==> config.mk <==
export PLATFORM = sky130hd
export DESIGN_NAME = audio_axi4lite_feeder
export DESIGN_NICKNAME = d
export VERILOG_FILES = /design/src/rtl/audio_axi_pkg.sv /design/src/rtl/audio_sample_fifo.sv /design/src/rtl/audio_axi4lite_feeder.sv
export SDC_FILE = /design/constraint.sdc
export NUM_CORES = 1
export LEC_CHECK = 0
export CORE_MARGIN = 1
export CORE_UTILIZATION = 48
export CTS_BUF_LIST = sky130_fd_sc_hd__clkbuf_8
export DETAILED_ROUTE_END_ITERATION = 7
export GPL_TIMING_DRIVEN = 0
export PLACE_DENSITY = 0.72
export SYNTH_ARGS = -nofsm -noshare
export SYNTH_HDL_FRONTEND = slang
export SYNTH_HIERARCHICAL = 1
export SYNTH_SLANG_ARGS = --single-unit
==> constraint.sdc <==
create_clock -name clk_i -period 6.1 [get_ports clk_i]
set_input_delay 0.915 -clock clk_i [delete_from_list [all_inputs] [get_ports clk_i]]
set_output_delay 0.915 -clock clk_i [all_outputs]
set_load 0.05 [all_outputs]
==> src/rtl/audio_axi_pkg.sv <==
// rtl/audio_axi_pkg.sv - shared constants and types for the audio AXI4-Lite feeder
package audio_axi_pkg;

  localparam logic [31:0] CH_A_OFF  = 32'h0;
  localparam logic [31:0] CH_B_OFF  = 32'h4;
  localparam logic [1:0]  RESP_OKAY = 2'b00;

  typedef enum logic [2:0] {
    ST_IDLE,
    ST_ADDR_A,
    ST_RESP_A,
    ST_ADDR_B,
    ST_RESP_B
  } state_t;

  typedef struct packed {
    logic signed [15:0] a;
    logic signed [15:0] b;
  } pair_t;

  function automatic logic [31:0] sext16(input logic [15:0] s);
    return {{16{s[15]}}, s};
  endfunction

endpackage

==> src/rtl/audio_sample_fifo.sv <==
// rtl/audio_sample_fifo.sv - synchronous sample-pair FIFO with wrap-bit pointers
module audio_sample_fifo #(
  parameter int DEPTH = 4
) (
  input  logic        clk_i,
  input  logic        rst_i,
  input  logic        push,
  input  logic [31:0] push_data,
  input  logic        pop,
  output logic [31:0] pop_data,
  output logic        full,
  output logic        empty
);

  localparam int AW = $clog2(DEPTH);
  localparam int PW = AW + 1;

  logic [31:0]   mem [DEPTH];
  logic [PW-1:0] wptr;
  logic [PW-1:0] rptr;

  always_ff @(posedge clk_i or posedge rst_i) begin
    if (rst_i) begin
      wptr <= '0;
      rptr <= '0;
    end else begin
      if (push && !full) wptr <= wptr + PW'(1);
      if (pop && !empty) rptr <= rptr + PW'(1);
    end
  end

  always_ff @(posedge clk_i) begin
    if (push && !full) mem[wptr[AW-1:0]] <= push_data;
  end

  assign pop_data = mem[rptr[AW-1:0]];
  assign empty    = (wptr == rptr);
  // Same slot index but different lap means the writer is a full lap ahead.
  assign full     = (wptr[AW] != rptr[AW]) && (wptr[AW-1:0] == rptr[AW-1:0]);

endmodule

==> src/rtl/audio_axi4lite_feeder.sv <==
// rtl/audio_axi4lite_feeder.sv - paced AXI4-Lite writer feeding stereo PCM pairs
module audio_axi4lite_feeder
  import audio_axi_pkg::*;
#(
  parameter logic [31:0] BASE_ADDR  = 32'h0000_0000,
  parameter int          TICK_DIV   = 1125,
  parameter int          FIFO_DEPTH = 4
) (
  input  logic        clk_i,
  input  logic        rst_i,
  input  logic        sample_valid_i,
  input  logic [15:0] sample_a_i,
  input  logic [15:0] sample_b_i,
  output logic        sample_ready_o,
  output logic        m_awvalid_o,
  input  logic        m_awready_i,
  output logic [31:0] m_awaddr_o,
  output logic        m_wvalid_o,
  input  logic        m_wready_i,
  output logic [31:0] m_wdata_o,
  output logic [3:0]  m_wstrb_o,
  input  logic        m_bvalid_i,
  output logic        m_bready_o,
  input  logic [1:0]  m_bresp_i,
  output logic        underrun_o,
  output logic        err_o,
  output logic [15:0] miss_count_o
);

  if (TICK_DIV < 8) begin : g_bad_tick_div
    $error("TICK_DIV must be >= 8");
  end
  if (FIFO_DEPTH < 2 || (FIFO_DEPTH & (FIFO_DEPTH - 1)) != 0) begin : g_bad_depth
    $error("FIFO_DEPTH must be a power of two >= 2");
  end

  localparam int              CW      = $clog2(TICK_DIV);
  localparam logic [CW-1:0]   CNT_MAX = CW'(TICK_DIV - 1);

  state_t        state, state_d;
  logic [CW-1:0] cnt;
  logic          tick, pend, consume, drop, underrun;
  logic          aw_done, aw_done_d, w_done, w_done_d;
  logic          awvalid, wvalid, bready, ch_b;
  logic          fifo_push, fifo_pop, fifo_full, fifo_empty, alive;
  pair_t         fifo_rdata, pair_q;
  logic [15:0]   miss_q;
  logic          err_q;

  assign tick = (cnt == CNT_MAX);
  assign drop = tick && pend && !consume;

  always_ff @(posedge clk_i or posedge rst_i) begin
    if (rst_i) cnt <= '0;
    else       cnt <= tick ? '0 : cnt + CW'(1);
  end

  // Ready is held low until the first clock after reset release.
  assign sample_ready_o = alive && !fifo_full;
  assign fifo_push      = sample_valid_i && sample_ready_o;

  audio_sample_fifo #(.DEPTH(FIFO_DEPTH)) u_fifo (
    .clk_i     (clk_i),
    .rst_i     (rst_i),
    .push      (fifo_push),
    .push_data ({sample_a_i, sample_b_i}),
    .pop       (fifo_pop),
    .pop_data  (fifo_rdata),
    .full      (fifo_full),
    .empty     (fifo_empty)
  );

  always_comb begin
    state_d   = state;
    aw_done_d = aw_done;
    w_done_d  = w_done;
    consume   = 1'b0;
    fifo_pop  = 1'b0;
    underrun  = 1'b0;
    awvalid   = 1'b0;
    wvalid    = 1'b0;
    bready    = 1'b0;
    case (state)
      ST_IDLE: begin
        if (pend) begin
          consume = 1'b1;
          if (!fifo_empty) begin
            fifo_pop = 1'b1;
            state_d  = ST_ADDR_A;
          end else begin
            underrun = 1'b1;
          end
        end
      end
      ST_ADDR_A, ST_ADDR_B: begin
        awvalid   = !aw_done;
        wvalid    = !w_done;
        aw_done_d = aw_done || (awvalid && m_awready_i);
        w_done_d  = w_done || (wvalid && m_wready_i);
        if (aw_done_d && w_done_d) begin
          state_d   = (state == ST_ADDR_A) ? ST_RESP_A : ST_RESP_B;
          aw_done_d = 1'b0;
          w_done_d  = 1'b0;
        end
      end
      ST_RESP_A: begin
        bready = 1'b1;
        if (m_bvalid_i) state_d = ST_ADDR_B;
      end
      ST_RESP_B: begin
        bready = 1'b1;
        if (m_bvalid_i) state_d = ST_IDLE;
      end
      default: state_d = ST_IDLE;
    endcase
  end

  always_ff @(posedge clk_i or posedge rst_i) begin
    if (rst_i) begin
      state   <= ST_IDLE;
      aw_done <= 1'b0;
      w_done  <= 1'b0;
    end else begin
      state   <= state_d;
      aw_done <= aw_done_d;
      w_done  <= w_done_d;
    end
  end

  always_ff @(posedge clk_i or posedge rst_i) begin
    if (rst_i) begin
      pend   <= 1'b0;
      pair_q <= '0;
      miss_q <= '0;
      err_q  <= 1'b0;
      alive  <= 1'b0;
    end else begin
      alive <= 1'b1;
      pend  <= tick || (pend && !consume);
      if (fifo_pop) pair_q <= fifo_rdata;
      if ((underrun || drop) && miss_q != 16'hFFFF) miss_q <= miss_q + 16'd1;
      if (bready && m_bvalid_i && m_bresp_i != RESP_OKAY) err_q <= 1'b1;
    end
  end

  // Address/data depend only on state and pair_q, so they stay stable while valid is held.
  assign ch_b         = (state == ST_ADDR_B) || (state == ST_RESP_B);
  assign m_awaddr_o   = (state == ST_IDLE) ? 32'h0 : BASE_ADDR + (ch_b ? CH_B_OFF : CH_A_OFF);
  assign m_wdata_o    = (state == ST_IDLE) ? 32'h0 : sext16(ch_b ? pair_q.b : pair_q.a);
  assign m_awvalid_o  = awvalid;
  assign m_wvalid_o   = wvalid;
  assign m_wstrb_o    = 4'hF;
  assign m_bready_o   = bready;
  assign underrun_o   = underrun;
  assign err_o        = err_q;
  assign miss_count_o = miss_q;

endmodule

## Yosys cells after proc, flatten, opt, wreduce, memory -nomap -nowiden

Memory sizes are Yosys's and may differ from the RTL's. A register that Yosys moved wholly into a read port is not among the register bits.
Index checks and enable logic that the tools add are counted.

| cells by class | value |
|---|---|
| $add $sub $neg | 4 |
| eq/ne operators | 14 |
| muxes and demuxes | 27 |
| reduce and logical (&&, ||, !) cells | 29 |

Operators by type and width:

| cell | count |
|---|---|
| $mux 32 | 1 |
| $mux 3 | 8 |
| $add 16x1->16 const B | 1 |
| $mux 16 | 1 |
| $ne 16x16->1 const B | 1 |
| $mux 1 | 15 |
| $logic_and 1x1->1 | 14 |
| $pmux 3 s4 | 1 |
| $add 11x1->11 const B | 1 |
| $eq 11x11->1 const B | 1 |
| $mux 11 | 1 |
| $ne 2x2->1 const B | 5 |
| $add 3x1->3 const B | 2 |
| $eq 3x2->1 const B | 2 |
| $logic_not 1->1 | 5 |
| $logic_or 1x1->1 | 5 |
| $reduce_and 5->1 | 1 |
| $reduce_or 2->1 | 2 |
| $eq 3x1->1 const B | 1 |
| $eq 3x3->1 | 1 |
| $eq 3x3->1 const B | 1 |
| $logic_not 3->1 | 1 |
| $eq 2x2->1 | 1 |
| $reduce_bool 2->1 | 1 |
| $ne 1x1->1 | 1 |

| word-level totals | value |
|---|---|
| register bits after elaboration | 41 |
| RAM bits | 128 |
| input bits | 40 |
| output and inout bits | 90 |
| logic and storage cells | 85 |
| memories kept | 1 |

Memory list:

| name | depth | bits a word | rd ports | clocked after Yosys merged registers in | wr ports | RTL line | source |
|---|---|---|---|---|---|---|---|
| u_fifo.mem | 4 | 32 | 1 | 1 | 1 | audio_sample_fifo.sv:18 | `logic [31:0] mem [DEPTH];` |

## Longest topological paths before layout

Gate-level depths: netlist of the first run.

| depth | value |
|---|---|
| word-level depth | 8 |
| gate-level depth with buffers | 10 |
| depth with buffers taken out | 8 |

## Cells and area by module

Netlist of the first run, hierarchy kept.

Modules (own cells, without submodules):

| module | instances | cells each | area an instance (um2) | seq. area each (um2) |
|---|---|---|---|---|
| audio_sample_fifo | 1 | 217 | 5,139.9 | 3,993.8 |
| audio_axi4lite_feeder | 1 | 396 | 3,567.2 | 1,676.6 |

## Least setup slack after synthesis of the first run

OpenSTA, ideal clock, no wires.

| timing path | value |
|---|---|
| path type | register to output |
| start point | reg state[2] |
| end point | out m_wdata_o[16] |
| arrival | 2,783 ps |
| required time | 5,185 ps |
| setup slack | 2,402 ps |
| stages on the path, launching flop included | 9 |
| path buffers | 3 |
| cell sequence | dfrtp_1 > buf_2 > inv_1 > or3_1 > o21ai_0 > buf_2 > mux2i_1 > nor2_1 > buf_4 |

| on the way | value |
|---|---|
| longest elaborated chain between the ends | 4 |
| elaborated cells on any way between the ends | 6 |
| classes of those cells | 2 x eq/ne; 2 x mux; 2 x reduce/logical |

RTL lines:

| element | RTL line | source |
|---|---|---|
| start, declared | audio_axi4lite_feeder.sv:40 | `state_t state, state_d;` |
| start signal, assigned | audio_axi4lite_feeder.sv:124 | `state <= state_d;` |
| $eq 3x2->1 / $eq 3x3->1 (equally long branches) | audio_axi4lite_feeder.sv:147 | `assign ch_b = (state == ST_ADDR_B) \|\| (state == ST_RESP_B);` |
| $logic_or 1x1->1 | audio_axi4lite_feeder.sv:147 |  |
| $mux 16 | audio_axi4lite_feeder.sv:149 | `assign m_wdata_o = (state == ST_IDLE) ? 32'h0 : sext16(ch_b ? pair_q.b : pair_q.a);` |
| $mux 32 * | audio_axi4lite_feeder.sv:149 |  |
| end, declared | audio_axi4lite_feeder.sv:20 | `output logic [31:0] m_wdata_o,` |

Mark *: on every way between the ends. The rest lies on a longest branch, timed or not.

## Worst setup path in the final report of the first run

| timing path | value |
|---|---|
| start point | reg state[2] |
| end point | out m_wdata_o[22] |

The elaborated chain is that of the path after synthesis.

==> impl_metrics.toml, run 1 <==
[outcome]
status = "completed"

[power]
p_leak_uw = 0.00440
finalPower_uw = 3380
power_density_nw_per_um2 = 313
ir_drop_mv = 0.278

[clocking]
cts_resized = 0
clkLatencyLatePin_ps = 510
htreeDepth = 2
ctsHoldBuffers = 0
cts_buffers = 35
clk_pin_slew_worst_paths_ps = 60
clkSinkCount = 201
clockBufferDepth = 3
post-cts-setup-buffers = 0
cts_tree = "built"
cts_root_buffer = "clkbuf_8"

[logic_synthesis]
synth_flop_cell = "edfxtp_1"
synth_area_um2 = 8710
netlist_instances = 613
synth-seq-cells = 201
synth.yosys.seq_area_share = 0.651
synth.avg_cell_area_um2 = 14.2
synthArstFlopShare = 0.363
yosysUniqueCellTypes = 50
synth_warnings = 6
synth_edf_count = 128

[timing]
rsz0062_at_grt = "no"
tightest_slew_ps = 1140
post-route-min-period_ps = 4690
setup_viol = 0
finalSetupTns_ps = 0
slew_headroom = 0.235
min_period_over_period = 0.770
finalHoldViolations = 0
fmax_mhz = 213
slew_violations = 0
final.setup.worst_slack_ps = 1410
fin_worst_skew_ps = 10.4

[min_path]
min_path_type = "reg -> reg"
hold_end = "pair_q[8]$_DFFE_PP0P_"
holdPathStages = 2
worstHoldStart = "pair_q[8]$_DFFE_PP0P_"

[global_routing]
grt_pass1_wl_um = 27000
grt_remaining_overflow = 0
antenna_found_initial = 0
grt_use_total = 0.191
grt_start_max_net_pins = 37
grt_pass1_vias = 5237

[floorplan]
io_pins = 130
row_count = 48
die_y_um = 137
core-area_um2 = 17500
initial_core_util = 0.498
dieWidth_um = 137
dieArea_um2 = 18700

[critical_path]
cp.required_ps = 5180
r2r_cells = 8
worstPathMaxFanout = 17
r2r-end = "miss_count_o[14]$_DFFE_PP0P_"
cp-start-kind = "register"
end_kind = "output port"
r2r_slack_ps = 3320
cp.arrival_ps = 3780
worstReg2RegStart = "u_fifo/rptr[0]$_DFFE_PP0P_"
crit_type = "reg -> out"

[final_layout]
area_growth_pct = 23.8
fillers = 1306
drive_above_1_share = 0.210
num_antenna_cells = 0
nets = 828

[routing]
drc = 0
vias_per_cell = 5.06
dr.pass1.iters = 4
ant_nets = 0
routed_wl_um = 16800
num_vias = 5200
drt_iter0_drc = 232
wl_per_cell_um = 16.3

[placed_design]
hpwlAfterDp_um = 11400
io_buffers = 94
place_ws_ps = 1900
routabilityCongestion = 0.855

[flow_run]
cap_violations = 0
==> sequential cells by signal (all words and copies together) (netlist names) <==
register,flops
aw_done,1
pend,1
pair_q,32
state,3
u_fifo/wptr,3
alive,1
err_o,1
u_fifo/rptr,3
cnt,11
miss_count_o,16
u_fifo/mem,128
w_done,1
==> critical path, stage by stage, from the launching register on <==
cell	delay, ps
dfrtp_1	310
buf_2	200
inv_1	100
or3_1	370
o21ai_0	70
buf_2	270
mux2i_1	110
nor2_1	800
buf_4	230
clkdlybuf4s50_1	800
==> cell usage after synthesis (2+ instances only) <==
cell	instances	area, um2
nand3_1	10	50.1
mux2_2	2	22.5
clkbuf_1	5	18.8
a21oi_1	6	30.0
mux4_2	32	721
mux2i_1	16	160
nand2_1	111	417
o31ai_1	3	22.5
buf_2	10	50.1
nor2b_1	3	18.8
buf_4	54	405
ha_1	8	100
a211oi_2	2	25.0
nand4_1	4	25.0
xor2_2	2	32.5
buf_6	5	56.3
or3_1	3	18.8
o31ai_2	2	25.0
nor3_1	10	50.1
conb_1	2	7.51
and3_1	8	50.1
edfxtp_1	128	3840
nand3_2	2	20.0
nor4_1	3	18.8
inv_1	14	52.6
xnor2_1	13	114
and2_1	3	18.8
dfrtp_1	73	1830
nor2_1	39	146
nand2b_1	4	25.0
xor2_1	17	149
==> through the flow <==
step	utilization	cell area (um2)	hold slack [ps]	cells
2_1_floorplan	-	8830	445	647
3_3_place_gp	0.575	10100	452	966
3_5_place_dp	0.579	10100	463	968
4_1_cts	0.617	10800	477	1028
5_1_grt	0.617	10800	507	1028
6_report	0.617	10800	475	1028
==> worst max-delay path by stage <==
| stage | startpoint | endpoint | slack, ps | depth (start not counted) |
|---|---|---|---|---|
| 5_1_grt | state[2]$_DFFE_PP0P_ | m_wdata_o[31] | 1150 | 9 |
| 3_5_place_dp | state[2]$_DFFE_PP0P_ | m_wdata_o[22] | 1900 | 9 |
| 6_report | state[2]$_DFFE_PP0P_ | m_wdata_o[22] | 1410 | 9 |
| 4_1_cts | state[2]$_DFFE_PP0P_ | m_wdata_o[22] | 1350 | 9 |
| 2_1_floorplan | state[2]$_DFFE_PP0P_ | m_wdata_o[16] | 2400 | 8 |
| 3_3_place_gp | state[2]$_DFFE_PP0P_ | m_wdata_o[30] | 2040 | 9 |
==> where the power goes <==
group,switching (uW),internal [uW]
Clock,516,646
Sequential,43.9,1570
Combinational,395,206
Total,954,2420
==> final cells by class <==
type	count	area [um2]	share of cell area
multi-input cells	357	2590	0.240
inverters	15	56.3	0.00522
repair buffers	96	988	0.0917
plain buffers	74	531	0.0492
well taps	225	282	0.0261
clock buffers	37	509	0.0472
flip-flops and latches	201	5670	0.526
clock inverters	23	153	0.0142
==> cells by family (layout without fill, tap and decap cells) <==
group / count (synthesis) / in the layout / share of synthesized area
other: 2 / 36 / 0.000863
AO/OA/AOI/OAI: 22 / 22 / 0.0227
AND/OR/NAND/NOR: 207 / 207 / 0.105
adder cells (fa/ha/maj): 8 / 8 / 0.0115
flip-flops: 201 / 201 / 0.651
multiplexers: 51 / 51 / 0.105
buffers and inverters: 89 / 245 / 0.0674
XOR/XNOR: 33 / 33 / 0.0358
==> per-layer routing <==
| layer | up-vias | part of all wire | global-route usage |
|---|---|---|---|
| met5 | - | 0 | 0 |
| met4 | 0 | 0.026 | 0.0753 |
| met3 | 38 | 0.061 | 0.0374 |
| met2 | 163 | 0.49 | 0.319 |
| met1 | 2565 | 0.42 | 0.247 |
| li1 | 2434 | - | - |
==> layout by cell type, fill, tap and decap left out, drive strengths merged, types with 4 or more instances in the layout <==
master and instances:
ha 8, xnor2 14, inv 27, mux4 32
mux2i 16, a21oi 6, o31ai 5, conb 36
nand3 12, nor3 10, clkinv 8, buf 71
dfrtp 73, clkbuf 42, xor2 19, and3 8
nor2 40, edfxtp 128, nand2 111, nand2b 4
clkdlybuf4s50 94, nand4 4
No activity file was read; power rests on OpenSTA's default activity.
==> inputs of run 2 (changes only) <==
==> constraint.sdc (replaced) <==
create_clock -name clk_i -period 4.5 [get_ports clk_i]
set_input_delay 0.675 -clock clk_i [delete_from_list [all_inputs] [get_ports clk_i]]
set_output_delay 0.675 -clock clk_i [all_outputs]
set_load 0.05 [all_outputs]
==> impl_metrics.toml, run 2 (same netlist as run 1, synthesis figures left out) <==
[outcome]
status = "completed"

[power]
pwr-share-clk = 0.344
p_int_uw = 3280
power_density_nw_per_um2 = 425
seq_power_share = 0.478
p_switching_uw = 1290
pwr-share-comb = 0.178
ir_drop_mv = 0.377
p_leak_uw = 0.00440
switching_share = 0.283

[final_layout]
final_cell_mix = "edfxtp_1 (128), nand2_1 (111), clkdlybuf4s50_1 (94)"
drive_above_1_share = 0.212
utilization = 0.617
mostFrequentLayoutCell = "edfxtp_1"
area_growth_pct = 23.8
fillers = 1305
num_antenna_cells = 0
final_cell_area_um2 = 10800
largest_register_ff_count = 128
nets = 828

[global_routing]
grt_pass1_vias = 5237
grt_start_max_net_pins = 37
grt_use_total = 0.191
grt_remaining_overflow = 0
antenna_found_initial = 0
grt_pass1_wl_um = 27000

[clocking]
htreeDepth = 2
cts_resized = 1
clkSinkCount = 201
clk_pin_slew_worst_paths_ps = 60
post-cts-setup-buffers = 0
cts_root_buffer = "clkbuf_8"
clockBufferDepth = 3
cts_buffers = 35
ctsHoldBuffers = 0
cts_tree = "built"
clkLatencyLatePin_ps = 510

[timing]
fmax_mhz = 240
fin_worst_skew_ps = 10.4
slew_headroom = 0.195
final.setup.worst_slack_ps = 337
slew_violations = 0
finalHoldViolations = 0
finalSetupTns_ps = 0
rsz0062_at_grt = "no"
tightest_slew_ps = 1200
post-route-min-period_ps = 4160
min_period_over_period = 0.925
setup_viol = 0

[routing]
wl_per_cell_um = 16.4
num_vias = 5201
ant_nets = 0
drt_iter0_drc = 232
vias_per_cell = 5.06
drc = 0
routed_wl_um = 16800
dr.pass1.iters = 4

[placed_design]
routabilityCongestion = 0.855
place_ws_ps = 544
detailed_place.area_um2 = 10100
hpwlAfterDp_um = 11400
io_buffers = 94

[flow_run]
cap_violations = 0

[min_path]
min_path_type = "in -> async"

[critical_path]
cp.required_ps = 3830
cp.arrival_ps = 3490
worstPathMaxFanout = 17
cp-start-kind = "register"
end_kind = "output port"
crit_type = "reg -> out"

[floorplan]
initial_core_util = 0.498
row_count = 48
dieWidth_um = 137
die_y_um = 137
core-area_um2 = 17500
dieArea_um2 = 18700
io_pins = 130
-- run 2: layout make-up --
type	instances	area [um2]	share of cell area
plain buffers	74	531	0.0492
clock buffers	37	509	0.0472
clock inverters	23	153	0.0142
inverters	15	56.3	0.00522
multi-input cells	357	2590	0.240
flip-flops and latches	201	5670	0.526
well taps	225	282	0.0261
repair buffers	96	988	0.0917
-- run 2: per-stage QoR --
step | hold WS [ps] | std cells | power (uW)
2_1_floorplan | 445 | 647 | 2790
3_3_place_gp | 452 | 966 | 3000
3_5_place_dp | 463 | 968 | 3040
4_1_cts | 455 | 1028 | 4630
5_1_grt | 479 | 1028 | 4780
6_report | 470 | 1028 | 4580
-- run 2: power by group through the flow --
stage,Combinational [uW],Clock [uW],Sequential (uW)
3_5_place_dp,815,0,2230
5_1_grt,880,1700,2200
4_1_cts,818,1620,2190
3_3_place_gp,780,0,2220
6_report,815,1570,2190
2_1_floorplan,578,0,2210
-- run 2: worst max-delay path: stages (launching register included) --
cell and delay (ps):
dfrtp_1 310, buf_2 200, inv_1 100, or3_1 370
o21ai_0 70, buf_2 270, mux2i_1 130, nor2_2 520
buf_4 210, clkdlybuf4s50_1 790
-- run 2: final timing paths --
kind,cells after the start,from,slack [ps],endpoint
worst min register to register,2,pair_q[8]$_DFFE_PP0P_,470,pair_q[8]$_DFFE_PP0P_
worst max-delay path,9,state[2]$_DFFE_PP0P_,340,m_wdata_o[22]
max in group asynchronous,3,rst_i,3180,pair_q[9]$_DFFE_PP0P_
worst min-delay path,2,rst_i,470,u_fifo/wptr[1]$_DFFE_PP0P_
worst max register to register,8,u_fifo/rptr[0]$_DFFE_PP0P_,1720,miss_count_o[14]$_DFFE_PP0P_
min in group clk_i,2,pair_q[8]$_DFFE_PP0P_,470,pair_q[8]$_DFFE_PP0P_
-- run 2: metal layers --
layer  part of all wire  track usage  routed length (um)
met1               0.42        0.247                7120
met3              0.061       0.0374                1030
met4              0.026       0.0753                 430
met5                  0            0                   0
met2               0.49        0.319                8230
==> inputs of run 3 (changes only) <==
--- a/config.mk
+++ b/config.mk
@@ -5,12 +5,14 @@
 export SDC_FILE = /design/constraint.sdc
 export NUM_CORES = 1
 export LEC_CHECK = 0
+export CELL_PAD_IN_SITES_DETAIL_PLACEMENT = 0
+export CELL_PAD_IN_SITES_GLOBAL_PLACEMENT = 2
 export CORE_MARGIN = 1
-export CORE_UTILIZATION = 48
+export CORE_UTILIZATION = 39
 export CTS_BUF_LIST = sky130_fd_sc_hd__clkbuf_8
 export DETAILED_ROUTE_END_ITERATION = 7
 export GPL_TIMING_DRIVEN = 0
-export PLACE_DENSITY = 0.72
+export PLACE_DENSITY_LB_ADDON = 0.1
 export SYNTH_ARGS = -nofsm -noshare
 export SYNTH_HDL_FRONTEND = slang
 export SYNTH_HIERARCHICAL = 1
==> impl_metrics.toml, run 3 (same netlist as run 1, synthesis figures left out) <==
[timing]
fmax_mhz = 240
finalSetupTns_ps = 0
post-route-min-period_ps = 4160
slew_violations = 0
fin_worst_skew_ps = 19.9
rsz0062_at_grt = "no"
min_period_over_period = 0.924
slew_headroom = 0.229
setup_viol = 0
finalHoldViolations = 0
tightest_slew_ps = 1150

[floorplan]
io_pins = 130
dieArea_um2 = 22900
dieWidth_um = 151
initial_core_util = 0.398
core-area_um2 = 21900
row_count = 54
die_y_um = 151

[routing]
drt_iter0_drc = 191
drc = 0
num_vias = 5120
ant_nets = 0
dr.pass1.iters = 4
wl_per_cell_um = 16.8
vias_per_cell = 4.69
routed_wl_um = 18300

[outcome]
status = "completed"

[clocking]
post-cts-setup-buffers = 0
clk_pin_slew_worst_paths_ps = 50
cts_root_buffer = "clkbuf_8"
clkLatencyLatePin_ps = 530
cts_tree = "built"
cts_buffers = 36
htreeDepth = 2
clkSinkCount = 201
clockBufferDepth = 3

[flow_run]
cap_violations = 0

[critical_path]
cp.required_ps = 3830
worstReg2RegStart = "u_fifo/rptr[0]$_DFFE_PP0P_"
end_kind = "output port"
cp.arrival_ps = 3490
cp-start-kind = "register"
crit_type = "reg -> out"
worstPathMaxFanout = 17
r2r_slack_ps = 1690
r2r_cells = 8
r2r-end = "miss_count_o[14]$_DFFE_PP0P_"

[min_path]
worstHoldStart = "err_o$_DFFE_PP0P_"
holdPathStages = 1
hold_end = "err_o$_DFFE_PP0P_"
min_path_type = "reg -> reg"

[power]
p_leak_uw = 0.00445
ir_drop_mv = 0.248
power_density_nw_per_um2 = 414

[final_layout]
drive_above_1_share = 0.208
utilization = 0.498
area_growth_pct = 25.2
nets = 832
fillers = 1928
num_antenna_cells = 0
final_cell_mix = "edfxtp_1 (128), nand2_1 (111), clkdlybuf4s50_1 (94)"
mostFrequentLayoutCell = "edfxtp_1"
largest_register_ff_count = 128

[placed_design]
routabilityCongestion = 0.778
hpwlAfterDp_um = 12500
io_buffers = 94

[global_routing]
grt_start_max_net_pins = 68
grt_use_total = 0.171
antenna_found_initial = 0
grt_pass1_wl_um = 29200
grt_pass1_vias = 5359
grt_remaining_overflow = 0
==> run 3: cell types whose count changed in the layout (fill, tap and decap cells not counted), sizes merged <==
| cell | before | now |
|---|---|---|
| clkinv | 8 | 5 |
| clkbuf | 42 | 41 |
| buf | 71 | 74 |
| bufinv | 2 | 0 |
| clkinvlp | 1 | 2 |
| inv | 27 | 38 |
==> run 3: cell type report <==
cell class	count	area, um2	share of cell area
tap	280	350	0.0321
clock inverter	30	135	0.0124
inverter	15	58.8	0.00539
timing repair buffer	99	1070	0.0982
buffer	74	531	0.0487
multi-input combinational	357	2590	0.238
sequential	201	5670	0.520
clock buffer	36	495	0.0454
==> run 3: what timing repair did <==
| action | 4_1_cts | 5_1_grt |
|---|---|---|
| endpoints found under the setup margin | 16 | 0 |
| hold buffers | 0 | 0 |
| gates resized for setup | 1 | 0 |
==> run 3: worst max path at each step <==
| stage | slack, ps | startpoint | endpoint |
|---|---|---|---|
| floorplan | 1040 | state[2]$_DFFE_PP0P_ | m_wdata_o[16] |
| detailed placement | 530 | state[2]$_DFFE_PP0P_ | m_wdata_o[17] |
| global placement | 550 | sample_valid_i | u_fifo/mem[3][16]$_DFFE_PP_ |
| finish | 340 | state[2]$_DFFE_PP0P_ | m_wdata_o[17] |
| CTS | 240 | state[2]$_DFFE_PP0P_ | m_wdata_o[17] |
| global route | 60 | state[2]$_DFFE_PP0P_ | m_wdata_o[17] |
==> run 3: critical path: stages (launching register included) <==
cell             delay, ps
dfrtp_1                310
buf_2                  190
inv_1                  100
or3_1                  360
o21ai_0                 90
buf_2                  280
mux2i_1                120
nor2_2                 490
buf_4                  210
clkdlybuf4s50_1        810
==> run 3: stage by stage <==
stage               hold slack, ps  worst slack, ps  power (uW)  std cells  area [um2]
global route                   490             55.1        4750       1092       10900
global placement               454              550        3030       1021       10100
finish                         473              340        4520       1092       10900
CTS                            480              242        4590       1092       10900
detailed placement             465              533        3080       1026       10300
floorplan                      445             1040        2790        647        8830
==> run 3: report_power, final <==
part           internal, uW  switching [uW]
clock                   751             727
sequential             2130            58.8
combinational           302             549
==> run 3: layer usage <==
metal | global-route usage | up-vias | routed length [um]
met3 | 0.0373 | 29 | 854
met2 | 0.287 | 132 | 9110
met1 | 0.217 | 2517 | 7930
met5 | 0 | - | 0
met4 | 0.0615 | 0 | 447
li1 | - | 2442 | -
